[src/rtl/dadd_req_arb.sv]
// dadd_req_arb: round-robin arbiter that shares one dadd adder core between
// NUM_REQ requesters. Winners are issued through a registered output stage,
// their IDs are queued in issue order, and core results are returned as
// registered responses tagged with the owning requester.
module dadd_req_arb #(
  parameter int NUM_REQ = 4,
  parameter int DATA_W  = 8,
  parameter int MAX_OUT = 4,
  localparam int ID_W   = (NUM_REQ > 1) ? $clog2(NUM_REQ) : 1
) (
  input  logic                      clk,
  input  logic                      rst_n,
  input  logic [NUM_REQ-1:0]        req_vld,
  output logic [NUM_REQ-1:0]        req_rdy,
  input  logic [NUM_REQ*DATA_W-1:0] req_a,
  input  logic [NUM_REQ*DATA_W-1:0] req_b,
  output logic                      dadd_in_vld,
  input  logic                      dadd_in_rdy,
  output logic [DATA_W-1:0]         dadd_in_a,
  output logic [DATA_W-1:0]         dadd_in_b,
  input  logic                      dadd_out_vld,
  input  logic [DATA_W:0]           dadd_out_sum,
  output logic                      rsp_vld,
  output logic [ID_W-1:0]           rsp_id,
  output logic [DATA_W:0]           rsp_sum,
  output logic                      busy,
  output logic                      err_unf
);

  localparam int CNT_W = $clog2(MAX_OUT + 1);
  localparam int PTR_W = (MAX_OUT > 1) ? $clog2(MAX_OUT) : 1;

  logic [ID_W-1:0]  rr_ptr;
  logic [ID_W-1:0]  win_id;
  logic             win_vld;
  logic             slot_free;
  logic             can_grant;
  logic             grant;
  logic             pop;
  logic [CNT_W-1:0] cnt;
  logic [CNT_W-1:0] cnt_next;
  logic [PTR_W-1:0] wr_ptr;
  logic [PTR_W-1:0] rd_ptr;
  logic [ID_W-1:0]  id_mem [MAX_OUT];

  function automatic logic [PTR_W-1:0] ptr_inc(input logic [PTR_W-1:0] p);
    return (p == PTR_W'(MAX_OUT - 1)) ? '0 : p + 1'b1;
  endfunction

  // The slot can take a new operand when empty or being drained this cycle;
  // the outstanding limit uses the registered count, so a pop in a full
  // cycle only opens the next cycle. Nothing is granted while in reset.
  assign slot_free = !dadd_in_vld || dadd_in_rdy;
  assign can_grant = rst_n && slot_free && (cnt < CNT_W'(MAX_OUT));
  assign grant     = can_grant && win_vld;
  assign pop       = dadd_out_vld && (cnt != '0);

  // Round-robin search starting just after the last granted requester.
  always_comb begin
    win_vld = 1'b0;
    win_id  = '0;
    for (int k = 1; k <= NUM_REQ; k++) begin
      if (!win_vld && req_vld[(int'(rr_ptr) + k) % NUM_REQ]) begin
        win_vld = 1'b1;
        win_id  = ID_W'((int'(rr_ptr) + k) % NUM_REQ);
      end
    end
  end

  // One-hot accept to the winner only.
  always_comb begin
    req_rdy = '0;
    if (grant) req_rdy[win_id] = 1'b1;
  end

  // Outstanding count after this cycle's push and pop.
  always_comb begin
    cnt_next = cnt;
    if (grant && !pop)      cnt_next = cnt + CNT_W'(1);
    else if (!grant && pop) cnt_next = cnt - CNT_W'(1);
  end

  // Issue stage: load on grant, drop when the core takes it, else hold.
  always_ff @(posedge clk or negedge rst_n) begin
    if (!rst_n) begin
      dadd_in_vld <= 1'b0;
      dadd_in_a   <= '0;
      dadd_in_b   <= '0;
      rr_ptr      <= ID_W'(NUM_REQ - 1);
    end else if (grant) begin
      dadd_in_vld <= 1'b1;
      dadd_in_a   <= req_a[win_id*DATA_W +: DATA_W];
      dadd_in_b   <= req_b[win_id*DATA_W +: DATA_W];
      rr_ptr      <= win_id;
    end else if (dadd_in_rdy) begin
      dadd_in_vld <= 1'b0;
    end
  end

  // ID storage; contents are only meaningful between push and pop.
  always_ff @(posedge clk) begin
    if (grant) id_mem[wr_ptr] <= win_id;
  end

  // ID FIFO pointers, outstanding count and busy flag.
  always_ff @(posedge clk or negedge rst_n) begin
    if (!rst_n) begin
      wr_ptr <= '0;
      rd_ptr <= '0;
      cnt    <= '0;
      busy   <= 1'b0;
    end else begin
      if (grant) wr_ptr <= ptr_inc(wr_ptr);
      if (pop)   rd_ptr <= ptr_inc(rd_ptr);
      cnt  <= cnt_next;
      busy <= (cnt_next != '0);
    end
  end

  // Response stage and sticky underflow flag.
  always_ff @(posedge clk or negedge rst_n) begin
    if (!rst_n) begin
      rsp_vld <= 1'b0;
      rsp_id  <= '0;
      rsp_sum <= '0;
      err_unf <= 1'b0;
    end else begin
      rsp_vld <= pop;
      if (pop) begin
        rsp_id  <= id_mem[rd_ptr];
        rsp_sum <= dadd_out_sum;
      end
      if (dadd_out_vld && cnt == '0) err_unf <= 1'b1;
    end
  end

endmodule

[config.mk]
export PLATFORM = sky130hd
export DESIGN_NAME = dadd_req_arb
export DESIGN_NICKNAME = d
export VERILOG_FILES = /design/src/rtl/dadd_req_arb.sv
export SDC_FILE = /design/constraint.sdc
export NUM_CORES = 1
export LEC_CHECK = 0
export ABC_AREA = 1
export CORE_UTILIZATION = 30
export CTS_BUF_LIST = sky130_fd_sc_hd__clkbuf_2
export CTS_CLUSTER_SIZE = 30
export DETAILED_ROUTE_END_ITERATION = 6
export PLACE_DENSITY = 0.63
export SKIP_LAST_GASP = 1
export SLEW_MARGIN = 5
export SYNTH_ARGS = -nofsm -noshare
export SYNTH_HDL_FRONTEND = slang
export SYNTH_SLANG_ARGS = --single-unit
[constraint.sdc]
create_clock -name clk -period 2.6 [get_ports clk]
set_input_delay 0.39 -clock clk [delete_from_list [all_inputs] [get_ports clk]]
set_output_delay 0.39 -clock clk [all_outputs]
set_load 0.005 [all_outputs]
# Word-level counts from Yosys, hierarchy flattened
# Memories as Yosys holds them, arrays and structs flattened. A register that Yosys moved wholly into a read port is not among the register bits.
# Index checks and enable logic that the tools add are counted.
# W data, S select, Z words.
[word_totals]
in_bits = 81
mem_count = 1
out_inout_bits = 35
elab_cells = 93
register_bits = 38
mem_bits_rw = 8
[classes]
shifts = 2
eq_ne = 2
n_addsub = 8
reduce_logical = 27
bitwise_logic = 4
order_cmp = 7
mux = 31
[mem_list]
columns = ["memory", "depth", "word_bits", "read_ports", "rd_clocked_by_memory_dff", "write_ports", "line", "rtl"]
rows = [
  ["id_mem", 4, 2, 1, 1, 1, "44", "logic [ID_W-1:0] id_mem [MAX_OUT];"],
]
[ops]
columns = ["cell", "count"]
rows = [
  ["$shiftx A32 B6 Y8", 2],
  ["$mux W1", 17],
  ["$lt A3 B4 Y1 const B", 4],
  ["$mux W2", 6],
  ["$logic_and A1 B1 Y1", 11],
  ["$add A2 B1 Y2 const B", 4],
  ["$bmux W1 S2", 4],
  ["$reduce_or A2 Y1", 4],
  ["$logic_not A1 Y1", 7],
  ["$mux W3", 2],
  ["$reduce_bool A3 Y1", 2],
  ["$add A2 B2 Y2 const B", 2],
  ["$and A1 B1 Y1 const A", 4],
  ["$eq A2 B2 Y1 const B", 2],
  ["$mux W4", 1],
  ["$add A3 B1 Y3 const B", 1],
  ["$logic_not A3 Y1", 1],
  ["$lt A2 B3 Y1 const B", 1],
  ["$lt A3 B3 Y1 const B", 1],
  ["$sub A3 B1 Y3 const B", 1],
  ["$demux W1 S2", 1],
  ["$ge A2 B1 Y1 const B", 1],
  ["$reduce_bool A2 Y1", 1],
  ["$logic_or A1 B1 Y1", 1],
]

# Longest topological paths before layout
[logic_depth]
word_depth = 22
mapped_depth = 16
ltp_nobuf = 15

# Least setup slack after synthesis
# Ideal clock, no wire load.
[synth_path]
path_kind = "reg2out"
start = "reg rr_ptr[1]"
end = "out req_rdy[2]"
required_time_ns = 2.210
setup_slack_ns = 0.449
path_buffers = 2
path_stages_with_launch = 13
arrival_ns = 1.761
path_cell_list = "dfstp_2 -> buf_2 -> inv_2 -> nand2_1 -> nand2_2 -> nand2_2 -> nand2_2 -> nor2_4 -> nand3_2 -> nand2_4 -> nand2_8 -> buf_6 -> nor3_1"
[synth_between]
elab_chain_cells = 19
word_cells_on_any_way = 37
classes_between = "add/sub (4); order compare (2); mux (23); reduce/logical (8)"
[synth_lines]
columns = ["element", "line", "rtl"]
rows = [
  ["from (decl)", "33", "logic [ID_W-1:0] rr_ptr;"],
  ["from (signal assigned)", "89", "rr_ptr <= ID_W'(NUM_REQ - 1);"],
  ["from (signal assigned)", "94", "rr_ptr <= win_id;"],
  ["$add A2 B1 Y2", "63", "if (!win_vld && req_vld[(int'(rr_ptr) + k) % NUM_REQ]) begin"],
  ["$bmux W1 S2", "63", ""],
  ["$mux W1 (not written as such) (2 in series)", "63", ""],
  ["$mux W1", "63", ""],
  ["$logic_not A1 Y1", "63", ""],
  ["$logic_and A1 B1 Y1", "63", ""],
  ["$mux W1", "63", ""],
  ["$logic_not A1 Y1", "63", ""],
  ["[... 3 more ...]", "-", ""],
  ["$logic_and A1 B1 Y1", "63", ""],
  ["$mux W2 *", "63", ""],
  ["via win_id[0]", "34", "logic [ID_W-1:0] win_id;"],
  ["$lt A2 B3 Y1 (not written as such) / $ge A2 B1 Y1 (equally long branches)", "73", "if (grant) req_rdy[win_id] = 1'b1;"],
  ["$logic_and A1 B1 Y1 (not written as such)", "73", ""],
  ["$mux W1 (not written as such)", "73", ""],
  ["$demux W1 S2 *", "73", ""],
  ["$mux W4 *", "73", ""],
  ["to (decl)", "14", "output logic [NUM_REQ-1:0] req_rdy,"],
]
# Mark *: on every way through the listed nets, which the timed path passes. The rest lies on a longest branch. The select of a mux whose other input is x is not followed.

# Final worst setup path
[layout_path]
start = "reg rr_ptr[0]"
end = "out req_rdy[2]"
[layout_between]
elab_chain_cells = 19
word_cells_on_any_way = 37
classes_between = "add/sub (4); order compare (2); mux (23); reduce/logical (8)"
[layout_lines]
columns = ["element", "line"]
rows = [
  ["$add A2 B1 Y2", "63, 65"],
  ["$bmux W1 S2", "63"],
  ["$mux W1 (not written as such) (2 in series)", "63"],
  ["$mux W1", "63"],
  ["$logic_not A1 Y1", "63"],
  ["$logic_and A1 B1 Y1", "63"],
  ["$mux W1", "63"],
  ["$logic_not A1 Y1", "63"],
  ["[... 2 more ...]", "-"],
  ["$logic_not A1 Y1", "63"],
  ["$logic_and A1 B1 Y1", "63"],
  ["$mux W2", "63"],
  ["$lt A2 B3 Y1 (not written as such) / $ge A2 B1 Y1 (equally long branches)", "73"],
  ["$logic_and A1 B1 Y1 (not written as such)", "73"],
  ["$mux W1 (not written as such)", "73"],
  ["$demux W1 S2", "73"],
  ["$mux W4 *", "73"],
]
# Every way passes the cells marked *; elsewhere a longest branch is shown, timed or not. The select of a mux whose other input is x is not followed.

==> results.md <==
* Dpl hpwl at 5820 microns
* CTS Buffer Depth at 2
* Total number of vias at 2916
* Crit Path Max Fanout at 7
* Core box area at 0.00920 sq mm
* Placer Congestion at 0.855
* Layout Nets at 605
* Hold_sp: dadd_out_sum[7]
* WHS at 0.463 ns
* Die area at 0.00985 sq mm
* CTS Buf Count at 5
* Final Slew Violations at 0
* Worst r2r src: rr_ptr[0]
* CTS H-tree lvls at 2
* P per Cell Area at 1310 mW/mm^2
* Gr ovfl total at 0
* Initial antenna violation count at 1
* Startpoint Class: register
* Critical Path Slowest Stage Cell: dfstp_2
* Die height at 99.2 microns
* Yosys top cell by area: dfrtp_1
* Starting density of the core at 30.8%
* Setup crit end kind: output port
* All-Layer GR Usage at 16.6%
* FILL cells at 890
* Syn Nets at 470
* Fin util at 48.9%
* Placed Cells incl. Taps at 608
* Yosys cell types at 28
* Largest net degree at the start of global routing at 41
* Max rail drop VDD at 0.000645 V
* CP top delay family: simple AND/OR/NAND/NOR gates
* Mapped Area at 0.00284 sq mm
* Status: finished with violations
* Clk sinks at 48
* IO Count at 116
* Root Buffer: clkbuf_2
* Drt drc at 0
* Crit. Startpoint: rr_ptr[0]
* Layout overhead on the synthesized area at 58.5%
* Worst-path cell chain: inv_4, nand2_2, nand2_4, nand2_2, nand2_2, nor2_4, nand3_4, nand2_4, nand2_8, nor3_4, buf_2
* Worst EP required at 2.21 ns
* Vias/cell at 4.64
* MaxCap Viol Count at 0
* Post-route setup TNS at -0.153 ns
* Clock Skews at 0.0249 ns
* Slew @ Worst Pin at 0.495 ns
* Final WL at 8070 microns
* Clk slew on worst S/H paths at 0.24 ns
* CTS tree: yes
* Number of synthesized register bits at 48
* Seq/Total Area, Yosys at 43.8%
* Gate Count Post-Synth at 381
* Detailed Routing Iterations Pass 1 at 4
* CP most frequent cell: nand2_2
* Worst min path class: in2reg
* Final Worst Setup Slack at -0.0818 ns
* Later-pin clock latency in the skew report at 0.41 ns
* Layout cells sized above 1 at 19.3%
* Unrepaired setup endpoints after global routing: true
* Top-area cell type share of the netlist area at 33.5%
* Vias in the first global route at 2804
* FP Rows at 35
* Largest cells by area after synthesis: dfrtp_1, nand2_1, nand3_1
* Detail Route Antenna Nets at 0
* Worst path max stage delay at 0.66 ns
* WP data arrival at 2.29 ns
* FMAX at 0.373 GHz
* Yosys Warn Count at 0
* First-pass GRT wire length at 13000 microns
* Tcrit/Tclk final at 103%
* Post-route insts no fill at 629
* Fin crit period at 2.68 ns
* Final Hold Fails at 0
* Die width at 99.2 microns
* WS Path Type: reg2out
* Synth Area per Inst at 7.44 sq um
* Drt wl/cell at 12.8 microns
* Static Leakage at 2.09 nW
* Slew Limit Headroom at 67.0%
* Crit path buf inv count at 2
* Failing checks: negative setup slack
* Setup Viol. Count Final at 3
* PortBufs at 115
* Total power at 5.88 mW
* Drt first-iter violations at 123
## kinds of logic after synthesis
group,share of synthesized area (%)
fa+ha+maj,3.53
flops,43.8
buf+inv,7.81
xor+xnor,0.618
compound gates,3.71
simple gates,40.5
## report_power, final
group / internal (mW) / switching (mW) / total (mW)
sequential: 1.14 / 0.195 / 1.33
combinational: 1.81 / 2.34 / 4.15
clock: 0.165 / 0.234 / 0.400
## Yosys cell counts
master,count
a21oi_2,1
a31o_2,1
nand2_2,9
buf_2,6
buf_1,2
buf_6,4
nor2_1,22
xor2_1,1
buf_4,5
nor2_2,1
inv_2,5
o21ai_0,10
o21ai_1,5
dfstp_2,2
nor3_1,2
xnor2_1,1
dfrtp_1,38
nand3_2,1
nand2_4,1
a31oi_1,2
clkbuf_1,3
inv_1,19
nand3_1,86
nor2_4,1
nand2_8,1
edfxtp_1,8
nand2_1,136
ha_1,8
## worst register-to-register path, delay by kind of cell, from the launching register on
family	cells	cell delay (ns)
buffers and inverters	3	0.40
DFF	1	0.66
and+or+nand+nor	12	1.16
## metal layers
metal  up-vias  track usage [%]  wire [microns]
li1       1497                -               -
met1      1296             20.3            3550
met2       113             28.0            3760
met3        10             5.83             663
met4         0             4.19              98
met5         -                0               0
## timing repair
| action | in CTS | in global routing |
|---|---|---|
| endpoints found under the hold margin | 0 | 13 |
| setup buffers | 6 | 5 |
| hold buffers | 0 | 1 |
| pin swaps | 16 | 24 |
| setup endpoints to repair | 4 | 4 |
| resized for setup | 42 | 30 |
## per-stage QoR
| stage | area (sq um) | setup WS, ns |
|---|---|---|
| 6_report | 4500 | -0.0818 |
| 5_1_grt | 4490 | -0.220 |
| 2_1_floorplan | 2840 | 0.449 |
| 3_3_place_gp | 4150 | -0.212 |
| 3_5_place_dp | 4150 | -0.236 |
| 4_1_cts | 4350 | -0.0720 |
## state kept, by name, summed over array words and instances, names as in the netlist
name         cells
dadd_in_vld      1
err_unf          1
dadd_in_b        8
rr_ptr           2
rd_ptr           2
busy             1
rsp_sum          9
rsp_vld          1
rsp_id           2
wr_ptr           2
dadd_in_a        8
cnt              3
id_mem           8
## layout by cell type, fill, tap and decap left out, drive strengths merged, types with 2 or more instances in the layout
cell           instances
a31oi                  2
buf                   37
clkbuf                 6
clkdlybuf4s50        110
dfrtp                 38
dfstp                  2
edfxtp                 8
ha                     8
inv                   24
nand2                147
nand3                 87
nor2                  24
nor3                   2
o21ai                 15
## final timing paths
path / to / slack [ns] / cells past startpoint
max in group asynchronous: rr_ptr[1] / 1.64 / 3
setup reg to reg: dadd_in_b[2] / 0.30 / 15
setup / recovery: req_rdy[2] / -0.08 / 11
hold reg to reg: dadd_in_a[6] / 0.51 / 2
hold / removal: rsp_sum[7] / 0.46 / 3
min in group asynchronous: rsp_sum[4] / 0.59 / 3
## cell type report
class	count	area, sq um	share of cell area, %
Timing Repair Buffer	148	1400	31.0
Antenna cell	1	2.50	0.0557
Tap cell	111	139	3.09
Clock buffer	6	30.0	0.668
Sequential cell	48	1240	27.7
Multi-Input combinational cell	289	1560	34.7
Clock inverter	2	35.0	0.779
Inverter	24	92.6	2.06
(Power assumes the default switching activity.)
